===== src/rtl/level_hold_out.sv =====
// -----------------------------------------------------------------------------
// level_hold_out
//
// Rate-limited level output. A requester asks for a new output level through a
// valid/ready handshake. When the requested level differs from the current
// pin_out, pin_out takes the new level at the next rising edge. The block then
// holds that level for 2^BITS cycles in HOLD before it looks at another change.
// Each change of pin_out gives a one-cycle toggled pulse and increments a
// wrapping 16-bit toggle counter.
//
// Optional feature (compile-time macro LEVEL_HOLD_PENDING_EN):
//   A one-deep pending-request register (pend_valid, pend_level) is added.
//   Requests are also accepted during HOLD, and the newest one wins. When the
//   hold expires, the effective request (a live in_valid overrides the pending
//   one) is applied at that same edge if it differs from pin_out. In that case
//   the block stays in HOLD for another full period, so no idle cycle is
//   inserted between level changes.
//   Without the macro, in_ready is low during HOLD and requests made then are
//   ignored.
//
// Parameters
//   BITS          hold-counter width, 2..16; HOLD lasts 2^BITS cycles
//
// Ports
//   clk           clock, all logic on rising edge
//   rst           synchronous, active-high reset
//   in_valid      level-change request strobe
//   in_level      requested output level
//   in_ready      request accepted when in_valid && in_ready (0 during rst)
//   pin_out       registered, rate-limited output level
//   busy          high while in HOLD
//   toggled       one-cycle registered pulse in the first cycle of a new level
//   toggle_count  number of pin_out changes, modulo 2^16
// -----------------------------------------------------------------------------
module level_hold_out #(
  parameter int BITS = 8
) (
  input  logic        clk,
  input  logic        rst,
  input  logic        in_valid,
  input  logic        in_level,
  output logic        in_ready,
  output logic        pin_out,
  output logic        busy,
  output logic        toggled,
  output logic [15:0] toggle_count
);

  typedef enum logic {
    IDLE = 1'b0,
    HOLD = 1'b1
  } state_t;

  state_t            state, state_nxt;
  logic [BITS-1:0]   hold_cnt, hold_cnt_nxt;
  logic              pin_nxt;
  logic              toggled_nxt;
  logic [15:0]       count_nxt;
  logic              hold_done;

`ifdef LEVEL_HOLD_PENDING_EN
  logic              pend_valid, pend_valid_nxt;
  logic              pend_level, pend_level_nxt;
  logic              eff_valid;
  logic              eff_level;
`endif

  // The hold ends at the edge that closes the cycle where the counter reads
  // all ones. Counting from 0, that gives exactly 2^BITS cycles in HOLD.
  assign hold_done = (hold_cnt == {BITS{1'b1}});
  assign busy      = (state == HOLD);

`ifdef LEVEL_HOLD_PENDING_EN
  // A live request at the expiry edge is newer than anything in pending.
  assign eff_valid = in_valid | pend_valid;
  assign eff_level = in_valid ? in_level : pend_level;
`endif

  // ---------------------------------------------------------------------------
  // Next-state and output logic
  // ---------------------------------------------------------------------------
  always_comb begin
    // NOTE: every signal assigned here gets a default first, so no path can
    // leave one unassigned and infer a latch.
    state_nxt    = state;
    hold_cnt_nxt = hold_cnt;
    pin_nxt      = pin_out;
    toggled_nxt  = 1'b0;
    count_nxt    = toggle_count;
    in_ready     = 1'b0;
`ifdef LEVEL_HOLD_PENDING_EN
    pend_valid_nxt = pend_valid;
    pend_level_nxt = pend_level;
`endif

    unique case (state)
      IDLE: begin
        in_ready = ~rst;
        // A request for the level already on the pin is consumed and does
        // nothing.
        if (in_valid && (in_level != pin_out)) begin
          pin_nxt      = in_level;
          toggled_nxt  = 1'b1;
          count_nxt    = toggle_count + 16'd1;
          hold_cnt_nxt = '0;
          state_nxt    = HOLD;
        end
      end

      HOLD: begin
        hold_cnt_nxt = hold_cnt + 1'b1;
`ifdef LEVEL_HOLD_PENDING_EN
        in_ready = ~rst;
        if (hold_done) begin
          // Pending is used once at expiry and then always cleared.
          pend_valid_nxt = 1'b0;
          if (eff_valid && (eff_level != pin_out)) begin
            // Restart the hold at the same edge. The new level then lasts
            // exactly 2^BITS cycles.
            pin_nxt      = eff_level;
            toggled_nxt  = 1'b1;
            count_nxt    = toggle_count + 16'd1;
            hold_cnt_nxt = '0;
          end else begin
            state_nxt = IDLE;
          end
        end else if (in_valid) begin
          pend_valid_nxt = 1'b1;
          pend_level_nxt = in_level;
        end
`else
        if (hold_done) begin
          state_nxt = IDLE;
        end
`endif
      end

      default: state_nxt = IDLE;
    endcase
  end

  // ---------------------------------------------------------------------------
  // State and output registers
  // ---------------------------------------------------------------------------
  // NOTE: sequential state uses non-blocking assignments only. Every register
  // then samples its old value at the edge, whatever order the statements
  // appear in.
  always_ff @(posedge clk) begin
    if (rst) begin
      state        <= IDLE;
      hold_cnt     <= '0;
      pin_out      <= 1'b0;
      toggled      <= 1'b0;
      toggle_count <= 16'd0;
    end else begin
      state        <= state_nxt;
      hold_cnt     <= hold_cnt_nxt;
      pin_out      <= pin_nxt;
      toggled      <= toggled_nxt;
      toggle_count <= count_nxt;
    end
  end

`ifdef LEVEL_HOLD_PENDING_EN
  always_ff @(posedge clk) begin
    if (rst) begin
      pend_valid <= 1'b0;
      pend_level <= 1'b0;
    end else begin
      pend_valid <= pend_valid_nxt;
      pend_level <= pend_level_nxt;
    end
  end
`endif

endmodule


===== config.mk =====
export PLATFORM = sky130hd
export DESIGN_NAME = level_hold_out
export DESIGN_NICKNAME = d
export VERILOG_FILES = /design/src/rtl/level_hold_out.sv
export SDC_FILE = /design/constraint.sdc
export NUM_CORES = 1
export LEC_CHECK = 0
export ABC_CLOCK_PERIOD_IN_PS = 5030
export CAP_MARGIN = 20
export CORE_ASPECT_RATIO = 1.2
export CORE_MARGIN = 8
export CORE_UTILIZATION = 53
export DETAILED_ROUTE_END_ITERATION = 7
export PLACE_DENSITY = 0.92
export REMOVE_ABC_BUFFERS = 1
export SETUP_SLACK_MARGIN = 0.05
export SYNTH_ARGS = -nofsm -noshare
export SYNTH_HDL_FRONTEND = slang
export SYNTH_SLANG_ARGS = --single-unit

===== constraint.sdc =====
create_clock -name clk -period 5.03 [get_ports clk]
set_input_delay 1.006 -clock clk [delete_from_list [all_inputs] [get_ports clk]]
set_output_delay 1.006 -clock clk [all_outputs]
set_load 0.05 [all_outputs]

==> metrics, run 1 <==
maxcap violations=0; arrival time at the worst endpoint=2.56 ns; Worst Clk Skew=0.00224 ns; CP Data Required Time=4.02 ns; Post-Syn Instances=139; Final Wtd Congestion=0.789; mean post-synth cell area=8.69 um^2; htree depth=1; Yosys warning count=0; ant diodes=0; hold violation total from the final report=0; gr ovfl total=0; #FFs+latches synth=27; Detailed Route Iter0 Violations=10; via count=1,079; worst hold path class=flip-flop to flip-flop; Seq/Total Area, Yosys=0.448; CTS max path bufs=2; Cell Rows=19; fin area=1490 um^2; area leader, netlist=dfxtp_1; Setup TNS=0 ns; Final min period=3.56 ns; top-count cell post-synth=dfxtp_1; CTS tree=built; HPWL after DPL=1.92 mm; post-route ant nets=0; Peak VDD IR=208 uV; Synth cell types=28; vias in the first global route=1,024; Clock Latency Late Sink=0.31 ns; RSZ-0062 raised after global routing=no; synth-to-layout area growth=23.6%; core area=2230 um^2; share of cells above drive strength 1=0.0370; # nets final=169; most common flop cell mapped by yosys=dfxtp_1; first-pass GRT wire length=4.24 mm; Power Dens Cells=239 nW/um^2; nature of the critical path endpoint=output pin; post-CTS sizing=0; worst-margin pin slew=0.521 ns; status=finished, final reports clean; Final Cycle Share=0.708; Root Buffer=clkbuf_4; io pins=24; largest net degree at the start of global routing=29; number of synthesized flops with an enable pin=0; Starting Density=0.540; Worst Setup Path Type=primary input to output pin; top cells by count, synth=dfxtp_1, nor2_1, a21oi_1, or3_1, o21ai_0; DR vias/cell=5.59; All-Layer GR Usage=0.130; CTS Sinks=27; fin util=0.668; first-pass iteration count of the detailed router=4; Die ar.=4070 um^2; I/O Buffers=23; DIE WIDTH=59.6 um; Setup Fix Bufs, Post-CTS=0; Max Transition Viols Final=0; Leakage=0.494 nW; Post-DP Area=1470 um^2; Synth top area share=0.448; DRC Markers=0; clock slew at reported path FFs=0.14 ns; crit path launch type=primary input; DR WL/cell=13.1 um; Hold WS=0.496 ns; Cell Area, Synth=1210 um^2; CP Max Fanout=28; largest cells by area after synthesis=dfxtp_1, a21oi_1, nor2_1; DIE HEIGHT=68.3 um; share of synthesized registers carrying an async set or reset=0; CTS Hold Bufs=0; CTS buffer count=3; f_max=281 MHz; antenna violations before repair=0; endpoints failing setup=0; Routed Wire Length=2.53 mm; Slew HR=0.651
==> per-layer routing <==
metal | part of all wire | vias up | wire (um) | GRT usage
met3 | 0.041 | 6 | 103 | 0.0244
met1 | 0.42 | 505 | 1070 | 0.126
met4 | 0.015 | 0 | 39 | 0.0448
met2 | 0.52 | 22 | 1320 | 0.262
li1 | - | 546 | - | -
met5 | 0 | - | 0 | 0
==> stage by stage <==
stage               std cells  worst slack [ns]  power [mW]
floorplan                 134              2.37       0.253
global placement          189              1.48       0.270
detailed placement        189              1.48       0.272
CTS                       193              1.46       0.359
global route              193              1.39       0.373
finish                    193              1.47       0.357
==> state kept, by name, indices dropped and copies added (netlist names) <==
name / count
toggle_count: 16
busy: 1
toggled: 1
pin_out: 1
hold_cnt: 8
==> power breakdown <==
group          total, mW  switching [mW]  internal (mW)
logic             0.0436          0.0283         0.0153
clock network     0.0897          0.0599         0.0297
registers          0.223         0.00571          0.218
total              0.357          0.0940          0.263
==> logic make-up (layout without fill, tap and decap cells) <==
family,Yosys count,in the layout,share of synthesized area
xor gates and xnor gates,10,10,0.0725
muxes,3,3,0.0249
buffers and inverters,7,30,0.0218
DFF,27,27,0.448
adders and majority gates,2,2,0.0207
AOI/OAI and AO/OA,27,27,0.119
and+or+nand+nor,63,63,0.293
==> path summary, 6_finish.rpt <==
check,slack (ns),from,cells past startpoint,to
worst max register to register,3.14,busy$_SDFF_PP0_,4,toggle_count[9]$_SDFFE_PP0P_
worst min register to register,0.50,toggle_count[15]$_SDFFE_PP0P_,2,toggle_count[15]$_SDFFE_PP0P_
worst min-delay path,0.50,toggle_count[15]$_SDFFE_PP0P_,2,toggle_count[15]$_SDFFE_PP0P_
worst max-delay path,1.47,rst,4,in_ready
==> cell usage in the layout, fill, tap and decap left out, types with 5 or more instances in the layout <==
master and n:
o21ai_0 7, clkdlybuf4s50_1 23, or3_1 9, a21oi_1 17
xnor2_1 5, nor2_1 19, nand4_1 6, nand3_1 5
nand2_1 6, xor2_1 5, dfxtp_1 27
==> final cells by class <==
type                            count  area, um^2
Fill cell                         197         742
Multi-Input combinational cell    105         641
Sequential cell                    27         541
Timing Repair Buffer               24         238
Tap cell                           31        38.8
Clock buffer                        3        22.5
Inverter                            2        7.51
Clock inverter                      1        5.00
==> critical path, cell delays in order <==
cell             delay [ns]
clkdlybuf4s50_1        0.40
buf_4                  0.22
nor2_1                 0.11
clkdlybuf4s50_1        0.81
Note: power is estimated with default switching activity, not from simulation.
==> inputs of run 2 (changes only) <==
--- a/config.mk
+++ b/config.mk
@@ -5,13 +5,13 @@
 export SDC_FILE = /design/constraint.sdc
 export NUM_CORES = 1
 export LEC_CHECK = 0
-export ABC_CLOCK_PERIOD_IN_PS = 5030
+export ABC_CLOCK_PERIOD_IN_PS = 3500
 export CAP_MARGIN = 20
 export CORE_ASPECT_RATIO = 1.2
 export CORE_MARGIN = 8
-export CORE_UTILIZATION = 53
+export CORE_UTILIZATION = 50
 export DETAILED_ROUTE_END_ITERATION = 7
-export PLACE_DENSITY = 0.92
+export PLACE_DENSITY = 0.88
 export REMOVE_ABC_BUFFERS = 1
 export SETUP_SLACK_MARGIN = 0.05
 export SYNTH_ARGS = -nofsm -noshare
==> constraint.sdc (replaced) <==
create_clock -name clk -period 3.5 [get_ports clk]
set_input_delay 0.7 -clock clk [delete_from_list [all_inputs] [get_ports clk]]
set_output_delay 0.7 -clock clk [all_outputs]
set_load 0.05 [all_outputs]
==> run 2 against run 1 <==
Clock-buffer cell count unchanged. Critical path depth decreased by 3. Cell count is the same. Largest power group unchanged. Critical endpoint is now busy. Wire length is 5.3% higher. Combinational power increased by 42%.
==> metrics, run 2 (synthesis gave the netlist of run 1 again) <==
fin util=0.653; worst hold path class=flip-flop to flip-flop; # nets final=169; core area=2280 um^2; I/O Buffers=23; Final Wtd Congestion=0.796; DR top layer=met4; CP Data Required Time=2.80 ns; Crit path largest cell delay=0.89 ns; f_max=397 MHz; Met2 Routed Length=1.31 mm; clock slew at reported path FFs=0.15 ns; antenna violations before repair=0; Most flops, register=toggle_count; share of cells above drive strength 1=0.0432; DR WL/cell=13.8 um; CTS buffer count=3; CP Max Fanout=15; highest-count cells in the layout ignoring fill and taps=dfxtp_1, clkdlybuf4s50_1, nor2_1, a21oi_1, or3_1; Post-DP Area=1460 um^2; crit-path cells=clkdlybuf4s50_1; Fillers=204; synth-to-layout area growth=23.4%; arrival time at the worst endpoint=1.82 ns; Routed Wire Length=2.66 mm; CTS Sinks=27; largest net degree at the start of global routing=29; status=finished, final reports clean; Leakage=0.495 nW; Root Buffer=clkbuf_4; worst-margin pin slew=0.514 ns; CTS tree=built; met3 WL=155 um; RSZ-0062 raised after global routing=no; Cell Rows=19; Peak VDD IR=245 uV; DR vias/cell=5.66; first-pass GRT wire length=4.49 mm; Worst Setup Path Type=flip-flop to output pin; Detailed Route Iter0 Violations=22; max reg flops=16; maxcap violations=0; Final min period=2.52 ns; Setup TNS=0 ns; DIE HEIGHT=69.8 um; dpl cells=189; ant diodes=0; nature of the critical path endpoint=output pin; fin area=1490 um^2; CTS Hold Bufs=0; Power Dens Cells=347 nW/um^2; Clock Latency Late Sink=0.33 ns; first-pass iteration count of the detailed router=4; post-CTS sizing=0; DIE WIDTH=60.9 um; htree depth=1; CTS max path bufs=2; hold violation total from the final report=0; Starting Density=0.529; slowest CP cell=clkdlybuf4s50_1; gr ovfl total=0; post-route ant nets=0; Worst Clk Skew=0.00993 ns; DRC Markers=0; endpoints failing setup=0; largest registers=toggle_count x16, hold_cnt x8; crit path launch type=flip-flop; met1 wire length=1.15 mm; vias in the first global route=1,096; HPWL after DPL=2.00 mm; WP buf/inv=1; Slew HR=0.656; io pins=24; via count=1,093; Setup Fix Bufs, Post-CTS=0; All-Layer GR Usage=0.131; Final Non-Filler Cells=193; Final Cycle Share=0.721; most common cell after layout, fill and taps aside=dfxtp_1; cell family with most CP delay=buffers and inverters; Die ar.=4250 um^2; Max Transition Viols Final=0
run 2: cell types whose count changed in the layout (fill, tap and decap cells not counted), sizes merged:
cell,previous run,this run
clkdlybuf4s50,23,22
buf,1,2
run 2: stage by stage:
step	hold slack, ns	worst slack [ns]	power, mW
floorplan	0.433	1.46	0.364
global placement	0.466	0.992	0.388
detailed placement	0.493	0.921	0.390
CTS	0.520	0.971	0.521
global route	0.535	0.867	0.537
finish	0.516	0.978	0.517
run 2: worst register-to-register path: cells and delay by family, from the launching register on:
kind / cells / cell delay, ns
and+or+nand+nor: 3 / 1.22
AOI/OAI and AO/OA: 1 / 0.14
DFF: 1 / 0.46
run 2: layout make-up:
class	count	area [um^2]	share of cell area
Tap cell	31	38.8	0.0260
Clock buffer	3	22.5	0.0151
Sequential cell	27	541	0.363
Timing Repair Buffer	24	235	0.158
Multi-Input combinational cell	105	641	0.430
Clock inverter	1	5.00	0.00336
Inverter	2	7.51	0.00504
run 2: final timing paths:
path                                               startpoint                            end  slack, ns  cells after the start
worst min-delay path            toggle_count[15]$_SDFFE_PP0P_  toggle_count[15]$_SDFFE_PP0P_       0.52                      2
worst max register to register                busy$_SDFF_PP0_  toggle_count[13]$_SDFFE_PP0P_       1.62                      4
worst max-delay path                          busy$_SDFF_PP0_                           busy       0.98                      1
worst min register to register  toggle_count[15]$_SDFFE_PP0P_  toggle_count[15]$_SDFFE_PP0P_       0.52                      2
run 2: layer usage:
| metal | vias to the layer above | global-route usage |
|---|---|---|
| met5 | - | 0 |
| met3 | 6 | 0.0278 |
| met2 | 30 | 0.224 |
| met1 | 509 | 0.145 |
| met4 | 0 | 0.0649 |
| li1 | 548 | - |
run 2: power by group:
| part | internal [mW] | switching (mW) |
|---|---|---|
| clock network | 0.0428 | 0.0912 |
| logic | 0.0216 | 0.0403 |
| registers | 0.313 | 0.00822 |
| total | 0.377 | 0.140 |
==> inputs of run 3 (changes only) <==
--- a/config.mk
+++ b/config.mk
@@ -5,13 +5,13 @@
 export SDC_FILE = /design/constraint.sdc
 export NUM_CORES = 1
 export LEC_CHECK = 0
-export ABC_CLOCK_PERIOD_IN_PS = 3500
+export ABC_CLOCK_PERIOD_IN_PS = 2100
 export CAP_MARGIN = 20
 export CORE_ASPECT_RATIO = 1.2
 export CORE_MARGIN = 8
-export CORE_UTILIZATION = 50
+export CORE_UTILIZATION = 45
 export DETAILED_ROUTE_END_ITERATION = 7
-export PLACE_DENSITY = 0.88
+export PLACE_DENSITY = 0.84
 export REMOVE_ABC_BUFFERS = 1
 export SETUP_SLACK_MARGIN = 0.05
 export SYNTH_ARGS = -nofsm -noshare
==> constraint.sdc (replaced) <==
create_clock -name clk -period 2.1 [get_ports clk]
set_input_delay 0.42 -clock clk [delete_from_list [all_inputs] [get_ports clk]]
set_output_delay 0.42 -clock clk [all_outputs]
set_load 0.05 [all_outputs]
==> run 3 against run 2 <==
Register-to-register slack got worse by 1.3 ns. Clock-buffer cell count rose by 1. Clock skew rose by 0.0014 ns. First-iteration DRC count rose by 100%.
==> metrics, run 3 (synthesis gave the netlist of run 1 again) <==
arrival time at the worst endpoint=1.58 ns; Final Wtd Congestion=0.808; worst hold path class=flip-flop to flip-flop; Root Buffer=clkbuf_4; largest registers=toggle_count x16, hold_cnt x8; first-pass iteration count of the detailed router=4; htree depth=1; Clock Latency Late Sink=0.32 ns; largest net degree at the start of global routing=28; Final Cycle Share=0.954; worst slack at placement=-0.111 ns; Final min period=2.00 ns; Most flops, register=toggle_count; worst r2r src=toggle_count[0]$_SDFFE_PP0P_; status=finished, final reports clean; most common cell after layout, fill and taps aside=dfxtp_1; crit path launch type=flip-flop; gr ovfl total=0; CP Launch Point=toggle_count[3]$_SDFFE_PP0P_; CTS buffer count=3; Multi-input gate area=641 um^2; maxcap violations=0; synth-to-layout area growth=29.4%; All-Layer GR Usage=0.123; Worst Setup Path Type=flip-flop to output pin; core area=2550 um^2; Detailed Route Iter0 Violations=45; Storage cell area=541 um^2; HPWL after DPL=2.09 mm; first-pass GRT wire length=4.80 mm; Post-DP Area=1510 um^2; CTS Sinks=27; CP Depth=1; antenna violations before repair=0; Die ar.=4600 um^2; Hold WS=0.512 ns; fin area=1560 um^2; Setup WS post-layout=0.0963 ns; DRC Markers=0; RSZ-0062 raised after global routing=no; cell family with most CP delay=buffers and inverters; share of cells above drive strength 1=0.0719; Final Non-Filler Cells=200; highest-count cells in the layout ignoring fill and taps=dfxtp_1, nor2_1, a21oi_1, clkdlybuf4s50_1, dlymetal6s2s_1; reg2reg end=toggle_count[14]$_SDFFE_PP0P_; endpoints failing setup=0; crit-path cells=clkdlybuf4s50_1; dpl cells=196; nature of the critical path endpoint=output pin; Max Transition Viols Final=0; Crit path largest cell delay=0.84 ns; CTS max path bufs=2; Peak VDD IR=447 uV; I/O Buffers=23; slowest CP cell=clkdlybuf4s50_1; R2R depth=5; io pins=24; ant diodes=0; worst setup path endpoint=toggle_count[3]; # nets final=174; Cell Rows=20; Power Dens Cells=559 nW/um^2; CP Data Required Time=1.68 ns; hold violation total from the final report=0; via count=1,112; DR vias/cell=5.56; Leakage=0.712 nW; clock slew at reported path FFs=0.14 ns; DIE HEIGHT=72.7 um; Slew HR=0.651; CTS Hold Bufs=0; Fillers=217; max reg flops=16; Routed Wire Length=2.73 mm; DIE WIDTH=63.3 um; f_max=499 MHz; vias in the first global route=1,082; post-route ant nets=0; WP buf/inv=1; CP Max Fanout=4; Starting Density=0.473; DR WL/cell=13.7 um; Worst Clk Skew=0.0113 ns; reg2reg setup slack=0.28 ns; worst-margin pin slew=0.522 ns; CTS tree=built
## run 3: cell count changes in the layout (fill, tap and decap cells not counted), sizes merged
cell / before / now
buf: 2 / 8
clkbuf: 3 / 4
clkdlybuf4s50: 22 / 10
clkinv: 1 / 0
dlygate4sd2: 0 / 1
dlymetal6s2s: 0 / 10
## run 3: per-layer routing
layer,up-vias,part of all wire,wire length [um],global-route usage
met3,4,0.044,120,0.0369
li1,556,-,-,-
met4,0,0.0070,19,0.0422
met5,-,0,0,0
met1,530,0.43,1180,0.135
met2,22,0.52,1410,0.220
## run 3: worst min-delay path by stage
stage	from	endpoint	depth (start not counted)
2_1_floorplan	hold_cnt[7]$_SDFFE_PP0P_	busy$_SDFF_PP0_	1
3_3_place_gp	hold_cnt[7]$_SDFFE_PP0P_	busy$_SDFF_PP0_	1
3_5_place_dp	hold_cnt[7]$_SDFFE_PP0P_	busy$_SDFF_PP0_	1
4_1_cts	hold_cnt[7]$_SDFFE_PP0P_	busy$_SDFF_PP0_	1
5_1_grt	hold_cnt[7]$_SDFFE_PP0P_	busy$_SDFF_PP0_	1
6_report	toggle_count[14]$_SDFFE_PP0P_	toggle_count[14]$_SDFFE_PP0P_	2
## run 3: metrics by stage
stage	TNS (ns)	power, mW	util
2_1_floorplan	0	0.606	-
3_3_place_gp	-0.146	0.663	0.593
3_5_place_dp	-0.390	0.666	0.593
4_1_cts	0	0.884	0.602
5_1_grt	0	0.907	0.612
6_report	0	0.874	0.612
## run 3: report_power, final
part,switching [mW],internal (mW),total (mW)
Clock,0.146,0.0743,0.220
Combinational,0.0743,0.0474,0.122
Sequential,0.0106,0.522,0.532
## run 3: cell type report
class	count	area share
well taps	33	0.0264
multi-input cells	105	0.410
repair buffers	29	0.196
flip-flops and latches	27	0.346
clock buffers	4	0.0168
inverters	2	0.00480
## run 3: what timing repair did
action                                 4_1_cts  5_1_grt
setup endpoints to repair                    1       10
endpoints found under the hold margin        0        0
gates resized for setup                      1       10
buffers inserted                             0        0
gates cloned                                 0        0
